File: src/rtl/div_unit_pkg.sv
// -----------------------------------------------------------------------------
// div_unit_pkg
// Shared definitions for the iterative divider that sits beside the EX stage:
//   - DivFree / DivByZero / DivOn / DivEnd : 2-bit divider FSM state encodings
//   - DivResultReady / DivResultNotReady   : values driven on ready_o
//   - DivStart / DivStop                   : values of the start_i request
//   - DoubleRegBus                         : width of the {remainder, quotient} bus
// -----------------------------------------------------------------------------
package div_unit_pkg;

   localparam int   DoubleRegBus      = 64;

   localparam logic DivResultReady    = 1'b1;
   localparam logic DivResultNotReady = 1'b0;

   localparam logic DivStart          = 1'b1;
   localparam logic DivStop           = 1'b0;

   typedef enum logic [1:0] {
      DivFree   = 2'b00,
      DivByZero = 2'b01,
      DivOn     = 2'b10,
      DivEnd    = 2'b11
   } div_state_t;

endpackage

File: src/rtl/div_unit.sv
// -----------------------------------------------------------------------------
// div_unit
// Multi-cycle restoring divider (signed div / unsigned divu), one quotient bit
// per clock. A divide by a nonzero divisor produces its result 33 edges after
// the edge that samples start_i; a zero divisor yields an all-zero result on
// the second edge.
//
// Ports
//   clk           in   1   rising-edge clock
//   rst           in   1   synchronous active-high reset
//   signed_div_i  in   1   1 = signed divide, 0 = unsigned; sampled with start_i
//   opdata1_i     in  32   dividend; sampled with start_i
//   opdata2_i     in  32   divisor;  sampled with start_i
//   start_i       in   1   request, held high by EX until ready_o is seen
//   annul_i       in   1   cancel an in-flight divide (pipeline flush)
//   result_o      out 64   {remainder, quotient}, registered
//   ready_o       out  1   result valid, registered
//   stallreq_o    out  1   combinational stall request for the EX stage
// -----------------------------------------------------------------------------
module div_unit
   import div_unit_pkg::*;
(
   input  logic                    clk,
   input  logic                    rst,
   input  logic                    signed_div_i,
   input  logic [31:0]             opdata1_i,
   input  logic [31:0]             opdata2_i,
   input  logic                    start_i,
   input  logic                    annul_i,
   output logic [DoubleRegBus-1:0] result_o,
   output logic                    ready_o,
   output logic                    stallreq_o
);

   div_state_t   state_reg;
   logic [5:0]   cnt_reg;
   logic [64:0]  work_reg;       // {partial remainder, remaining dividend bits / quotient bits}
   logic [31:0]  divisor_reg;    // divisor magnitude
   logic         neg_quot_reg;   // quotient must be negated at completion
   logic         neg_rem_reg;    // remainder must be negated at completion

   logic [31:0]  mag1;
   logic [31:0]  mag2;
   logic [32:0]  diff;
   logic [64:0]  work_next;
   logic [31:0]  quot_fix;
   logic [31:0]  rem_fix;

   always_comb begin
      // Operand magnitudes; unsigned mode passes the operands through.
      mag1 = (signed_div_i && opdata1_i[31]) ? (~opdata1_i + 32'd1) : opdata1_i;
      mag2 = (signed_div_i && opdata2_i[31]) ? (~opdata2_i + 32'd1) : opdata2_i;

      // One restoring step: try subtracting the divisor from the partial
      // remainder; a borrow (diff[32]) means the trial failed and the quotient
      // bit shifted in is 0.
      diff = {1'b0, work_reg[63:32]} - {1'b0, divisor_reg};
      if (diff[32]) begin
         work_next = {work_reg[63:0], 1'b0};
      end else begin
         work_next = {diff[31:0], work_reg[31:0], 1'b1};
      end

      // Sign fixup applied to the step that completes the divide, so the
      // result is registered on the same edge as the final step.
      quot_fix = neg_quot_reg ? (~work_next[31:0]  + 32'd1) : work_next[31:0];
      rem_fix  = neg_rem_reg  ? (~work_next[64:33] + 32'd1) : work_next[64:33];

      stallreq_o = !rst &&
                   ((state_reg == DivFree && start_i == DivStart && !annul_i) ||
                    state_reg == DivOn || state_reg == DivByZero);
   end

   always_ff @(posedge clk) begin
      if (rst) begin
         state_reg    <= DivFree;
         cnt_reg      <= 6'd0;
         work_reg     <= 65'd0;
         divisor_reg  <= 32'd0;
         neg_quot_reg <= 1'b0;
         neg_rem_reg  <= 1'b0;
         result_o     <= '0;
         ready_o      <= DivResultNotReady;
      end else begin
         case (state_reg)
            DivFree: begin
               if (start_i == DivStart && !annul_i) begin
                  if (opdata2_i == 32'd0) begin
                     state_reg <= DivByZero;
                  end else begin
                     state_reg    <= DivOn;
                     cnt_reg      <= 6'd0;
                     work_reg     <= {32'd0, mag1, 1'b0};
                     divisor_reg  <= mag2;
                     // Quotient sign is the XOR of operand signs; the
                     // remainder follows the dividend.
                     neg_quot_reg <= signed_div_i & (opdata1_i[31] ^ opdata2_i[31]);
                     neg_rem_reg  <= signed_div_i & opdata1_i[31];
                  end
               end
            end

            DivByZero: begin
               result_o <= '0;
               if (annul_i) begin
                  state_reg <= DivFree;
                  ready_o   <= DivResultNotReady;
               end else begin
                  state_reg <= DivEnd;
                  ready_o   <= DivResultReady;
               end
            end

            DivOn: begin
               // A flush wins over a completing step on the same edge.
               if (annul_i) begin
                  state_reg <= DivFree;
                  ready_o   <= DivResultNotReady;
                  result_o  <= '0;
               end else begin
                  work_reg <= work_next;
                  cnt_reg  <= cnt_reg + 6'd1;
                  if (cnt_reg == 6'd31) begin
                     state_reg <= DivEnd;
                     ready_o   <= DivResultReady;
                     result_o  <= {rem_fix, quot_fix};
                  end
               end
            end

            DivEnd: begin
               // Result is held until EX drops its request; annul_i is ignored.
               if (start_i == DivStop) begin
                  state_reg <= DivFree;
                  ready_o   <= DivResultNotReady;
                  result_o  <= '0;
               end
            end

            default: begin
               state_reg <= DivFree;
            end
         endcase
      end
   end

endmodule

File: config.mk
export PLATFORM = sky130hd
export DESIGN_NAME = div_unit
export DESIGN_NICKNAME = d
export VERILOG_FILES = /design/src/rtl/div_unit_pkg.sv /design/src/rtl/div_unit.sv
export SDC_FILE = /design/constraint.sdc
export NUM_CORES = 1
export LEC_CHECK = 0
export BUFFER_PORTS_ARGS = -buffer_cell sky130_fd_sc_hd__buf_2
export CORE_MARGIN = 2
export CORE_UTILIZATION = 50
export CTS_BUF_LIST = sky130_fd_sc_hd__clkbuf_16
export CTS_CLUSTER_SIZE = 24
export DETAILED_ROUTE_END_ITERATION = 8
export GPL_ROUTABILITY_DRIVEN = 1
export PLACE_DENSITY_LB_ADDON = 0.1
export RECOVER_POWER = 50
export SYNTH_ARGS = -nofsm -noshare
export SYNTH_HDL_FRONTEND = slang
export SYNTH_SLANG_ARGS = --single-unit
File: constraint.sdc
create_clock -name clk -period 4.76 [get_ports clk]
set_input_delay 0.238 -clock clk [delete_from_list [all_inputs] [get_ports clk]]
set_output_delay 0.238 -clock clk [all_outputs]
set_load 0.05 [all_outputs]
==> flow_summary.ini, run 1 <==
[grt]
gr-usage-all-layers_pct = 27.1
antenna_found_initial = 0
grt_max_degree = 91
gr-total-overflow = 0
grt_pass1_vias = 9680
grt_pass1_wl_microns = 53000

[timing]
finalHoldViolCount = 0
tns_ps = 0
timing.fmax_mhz = 227
slew_viol_final = 67
rsz0062_at_grt = false
post-route-period-util_pct = 92.4
worst_pin_slew_ps = 2330
slew_headroom_pct = -55.6
fin_crit_ps = 4400
setup_viol = 0
finClkSkew_ps = 13.2

[route]
wl_per_cell_microns = 17.2
routed.top_layer = met4
wl_met1_microns = 17500
dr_wl_met2_microns = 12500
drt_iter0_markers = 1217
route.detailed.drc = 0
wl_met3_microns = 2780
drtAntennaViolNets = 0
viasPerCell = 5.74
vias = 11100
drtPass1Iterations = 5
wl_microns = 33200

[cts]
cts-root-buf = clkbuf_16
cts_setup_buffers = 0
cts_resized = 0
cts_tree = built
cts.sinks = 171
cts_buffers = 17
path_clk_slew_ps = 70
hold_buffers = 0
cts.path.max_buffers = 2
cts-htree-levels = 4
insertion_delay_ps = 440

[layout]
final_net_count = 1745
seq_area_sq_mm = 0.00342
finalInstanceArea_sq_mm = 0.0128
final_cell_mix = 230 x nand2_1, 181 x nor2_1, 171 x dfxtp_1, 122 x a21oi_1, 117 x o21ai_0
final_common_cell = nand2_1
drive_gt1_share_pct = 7.89
diodes = 0
fin_util_pct = 56.6
fillers = 2243
instances_no_fill = 1932
area.growth.synth_to_final_pct = 11.4
multi_input_area_sq_mm = 0.00741

[placement]
placed_area_sq_mm = 0.0123
routabilityCongestion = 0.944
port_buffers = 134
dp.cells = 1900
dp_hpwl_microns = 25100

[worst_setup_path]
r2r_setup_slack_ps = 380
r2r_cells = 15
path_delay_family = simple AND/OR/NAND/NOR gates
path_max_fanout = 41
timing.rr.end = result_o[63]
worstSetupPathType = primary input to flop
reg2reg_from = divisor_reg[27]
cp.arrival_ps = 4750
end_kind = flop
worstPathCellList = clkbuf_1 -> or4_1 -> or3_1 -> or4b_1 -> nor2_2 -> nand3_1 -> or4_1 -> or4_1 -> nand3_2 -> a21o_1 -> buf_12 -> a211oi_1 -> a211oi_1
critical-path-max-stage-delay_ps = 750
slowest_stage = a21o_1
crit_buf_inv = 2
cpMostUsedCell = or4_1
required_ps = 5110
worstSetupStartpoint = opdata2_i[11]
critPathLaunchType = primary input

[power_and_ir_drop]
ir_worst_vdd_mv = 0.305
p_leak_uw = 0.00493
power_uw = 6210
p_per_area_mw_per_mm2 = 486

[hold_path]
min_path_cells = 3
hold_end = divisor_reg[1]
holdCritStartpoint = opdata2_i[1]
hp-class = primary input to flop

[synth]
synth.area.top_cells = dfxtp_1 30%, nand2_1 7.5%, xnor2_1 6.1%
syn_inst = 1554
syn_nets = 1665
yosys.area.top_type = dfxtp_1
synthFlopType = dfxtp_1
ys_seq_area_share_pct = 29.9
ys_ff_latch = 171
ys_warn_count = 0
synth_edf_count = 0
avgSynthCellArea_sq_um = 7.38
synth_area_sq_mm = 0.0115
synth_top_area_share_pct = 29.9
async_flop_share_pct = 0
ys_types = 72

[die]
die_area_sq_mm = 0.0242
io_pins = 135
die_w_microns = 155
row_count = 55
dieHeight_microns = 155
initial_utilization_pct = 50.8
core-area_sq_mm = 0.0226

[status]
status = finished with violations
violations = capacitance limit, slew limit

[flow_run]
maxCapViolCount = 1
-- how the worst max path moves through the flow --
stage | endpoint | slack, ps | cells after the start
2_1_floorplan | result_o[60] | 170 | 21
3_3_place_gp | work_reg[32] | 600 | 13
3_5_place_dp | result_o[63] | 480 | 17
4_1_cts | result_o[63] | 490 | 17
5_1_grt | work_reg[32] | 90 | 13
6_report | work_reg[32] | 360 | 13
-- metrics by stage --
| step | worst slack (ps) | hold slack (ps) |
|---|---|---|
| final | 360 | 86.6 |
| after global placement | 602 | 431 |
| after global routing | 86.0 | 80.9 |
| after floorplan | 167 | 374 |
| after detailed placement | 482 | 439 |
| after CTS | 485 | 75.8 |
-- power breakdown --
part	leakage [uW]	internal, uW	switching (uW)
combinational	0.00325	1020	2010
clock	0.000296	764	708
sequential	0.00139	1560	143
-- worst reg2reg max path, stage by stage (launching register included) --
cell and delay (ps):
dfxtp_1 340, inv_1 50, ha_1 330, a21o_1 240, o21bai_1 170, a221oi_1 550
a21boi_0 380, buf_4 230, inv_1 90, or4_1 480, o31a_1 170, nor3_1 340
nand2b_1 200, o41ai_1 400, xor2_1 210, o21ai_1 70
-- cells by family after synthesis --
group	count (synthesis)	share of synthesized area [%]
AO/OA/AOI/OAI	444	24.3
multiplexers	11	0.971
AND/OR/NAND/NOR	595	23.8
buffers and inverters	144	5.19
XOR/XNOR	147	11.2
adder cells (fa/ha/maj)	42	4.65
flip-flops	171	29.9
-- area by class of cell --
type                    instances  share of cell area [%]
multi-input cells            1239                    58.0
clock buffers                  17                    3.33
flip-flops and latches        171                    26.8
repair buffers                153                    5.98
inverters                      52                    1.53
clock inverters                15                    1.55
well taps                     285                    2.79
-- synthesized netlist by cell type, types with 5 or more instances --
cell      instances
a211oi_1         39
a21o_1           15
a21oi_1         122
a22oi_1          52
a311oi_1          5
a31oi_1          12
and2_1           11
buf_1             6
buf_2             8
clkbuf_1         72
dfxtp_1         171
ha_1             41
inv_1            51
mux2i_1          10
nand2_1         230
nand2b_1         17
nand3_1          14
nand3b_1          5
nand4_1          16
nor2_1          181
nor2b_1          18
nor3_1           32
nor4_1           12
o211ai_1          5
o21a_1            8
o21ai_0         117
o21bai_1          5
o31ai_1          23
o41ai_1          11
or2_2             6
or3_1            12
or4_1            16
xnor2_1          80
xor2_1           67
-- layer usage --
layer  vias to the layer above  track usage [%]
met5                         -                0
met4                         0             6.07
met3                        37             4.60
met2                       423             36.0
met1                      4998             44.4
li1                       5640                -
(Power assumes the default switching activity.)
==> run 2: changes to the inputs <==
--- a/config.mk
+++ b/config.mk
@@ -7,12 +7,12 @@
 export LEC_CHECK = 0
 export BUFFER_PORTS_ARGS = -buffer_cell sky130_fd_sc_hd__buf_2
 export CORE_MARGIN = 2
-export CORE_UTILIZATION = 50
+export CORE_UTILIZATION = 54
 export CTS_BUF_LIST = sky130_fd_sc_hd__clkbuf_16
 export CTS_CLUSTER_SIZE = 24
 export DETAILED_ROUTE_END_ITERATION = 8
 export GPL_ROUTABILITY_DRIVEN = 1
-export PLACE_DENSITY_LB_ADDON = 0.1
+export PLACE_DENSITY = 0.79
 export RECOVER_POWER = 50
 export SYNTH_ARGS = -nofsm -noshare
 export SYNTH_HDL_FRONTEND = slang
==> run 2 against run 1 <==
Effect of this change: the flow still finishes with violations (capacitance limit, slew limit); die area is 7.2% lower; utilization is 4.0 points higher; worst setup slack improved by 38 ps; final area shrank 0.64%; clock skew down 3.8 ps; sequential cell count stayed put; critical path depth down 1; first-iteration DRC count up 1.3%; sequential share of layout area rose by 0.17 points; count of clock-buffer cells in the layout unchanged; hold slack gained 11 ps.
==> flow_summary.ini, run 2 (synthesis gave the netlist of run 1 again) <==
[status]
status = finished with violations
violations = capacitance limit, slew limit

[timing]
finClkSkew_ps = 9.41
finalHoldViolCount = 0
worst_pin_slew_ps = 2290
timing.fmax_mhz = 229
slew_viol_final = 66
worst_slack_ps = 398
rsz0062_at_grt = false
slew_headroom_pct = -52.3
tns_ps = 0
fin_crit_ps = 4360
post-route-period-util_pct = 91.6
setup_viol = 0

[power_and_ir_drop]
combPwrFrac_pct = 49.7
internal-power_uw = 3310
p_per_area_mw_per_mm2 = 480
power_uw = 6090
p_seq_share_pct = 28.0
switching_power_uw = 2780
power_frac_clock_pct = 22.3
ir_worst_vdd_mv = 0.287
p_leak_uw = 0.00490
switching_share_pct = 45.6

[flow_run]
maxCapViolCount = 1

[die]
row_count = 53
dieHeight_microns = 150
core-area_sq_mm = 0.0210
io_pins = 135
initial_utilization_pct = 54.7
die_area_sq_mm = 0.0224
die_w_microns = 150

[cts]
insertion_delay_ps = 430
cts.path.max_buffers = 2
cts_setup_buffers = 0
cts.sinks = 171
cts-root-buf = clkbuf_16
cts_tree = built
hold_buffers = 0
cts_buffers = 17
path_clk_slew_ps = 70
cts-htree-levels = 4
cts_resized = 0

[layout]
instances_no_fill = 1922
area.growth.synth_to_final_pct = 10.7
final_common_cell = nand2_1
diodes = 0
final_net_count = 1745
final_cell_mix = 230 x nand2_1, 182 x nor2_1, 171 x dfxtp_1, 122 x a21oi_1, 118 x o21ai_0
fin_util_pct = 60.6
fillers = 1981
drive_gt1_share_pct = 7.71

[grt]
grt_max_degree = 76
grt_pass1_wl_microns = 51800
antenna_found_initial = 0
gr-total-overflow = 0
grt_pass1_vias = 10000
gr-usage-all-layers_pct = 28.7

[hold_path]
hp-class = primary input to flop
holdCritStartpoint = opdata2_i[1]

[route]
drt_iter0_markers = 1233
wl_microns = 32600
wl_met1_microns = 15700
vias = 11500
viasPerCell = 5.99
wl_met3_microns = 3340
wl_per_cell_microns = 17.0
drtPass1Iterations = 5
drtAntennaViolNets = 0
route.detailed.drc = 0
dr_wl_met2_microns = 13100
routed.top_layer = met4

[worst_setup_path]
path_max_fanout = 55
worstSetupStartpoint = opdata2_i[11]
critPathLaunchType = primary input
worstSetupPathType = primary input to flop
cp.arrival_ps = 4720
reg2reg_from = work_reg[32]
required_ps = 5120
end_kind = flop

[placement]
port_buffers = 134
dp_hpwl_microns = 24700
dp.cells = 1890
place_ws_ps = 540
routabilityCongestion = 0.962
[run 2: layout make-up]
| type | count | area [sq um] | share of cell area, % |
|---|---|---|---|
| clock buffer | 17 | 425 | 3.35 |
| clock inverter | 15 | 143 | 1.12 |
| inverter | 52 | 195 | 1.54 |
| tap | 275 | 344 | 2.71 |
| multi-input combinational | 1239 | 7420 | 58.4 |
| sequential | 171 | 3420 | 27.0 |
| timing repair buffer | 153 | 744 | 5.86 |
[run 2: power by group through the flow]
| stage | Sequential, uW | Clock, uW | Combinational [uW] |
|---|---|---|---|
| floorplan | 1720 | 0 | 2230 |
| global placement | 1720 | 0 | 2930 |
| detailed placement | 1730 | 0 | 2960 |
| CTS | 1700 | 1370 | 2980 |
| global route | 1720 | 1430 | 3330 |
| finish | 1700 | 1360 | 3030 |
[run 2: stage by stage]
stage	hold slack (ps)	area [sq um]
after floorplan	374	11500
after global routing	114	12700
after CTS	90.2	12800
after detailed placement	440	12300
final	97.4	12700
after global placement	428	12300
[run 2: path summary, 6_finish.rpt]
check	end	slack, ps	cells after the start
worst max-delay path	cnt_reg[2]	400	12
worst min-delay path	divisor_reg[1]	100	3
worst max register to register	result_o[63]	430	16
worst min register to register	result_o[55]	460	2
[run 2: critical path, stage by stage]
cell      delay [ps]
clkbuf_1         120
or4_1            570
or3_1            400
or4b_1           510
nor2_1           140
nand3_1          110
or4_1            510
or4_1            570
nand3_1          310
clkbuf_2         770
o21bai_1         260
nor2_1           210
[run 2: layer usage]
metal	vias up	track usage [%]
met5	-	0
met4	0	7.45
met3	43	4.73
met2	554	40.0
met1	5285	45.3
li1	5632	-
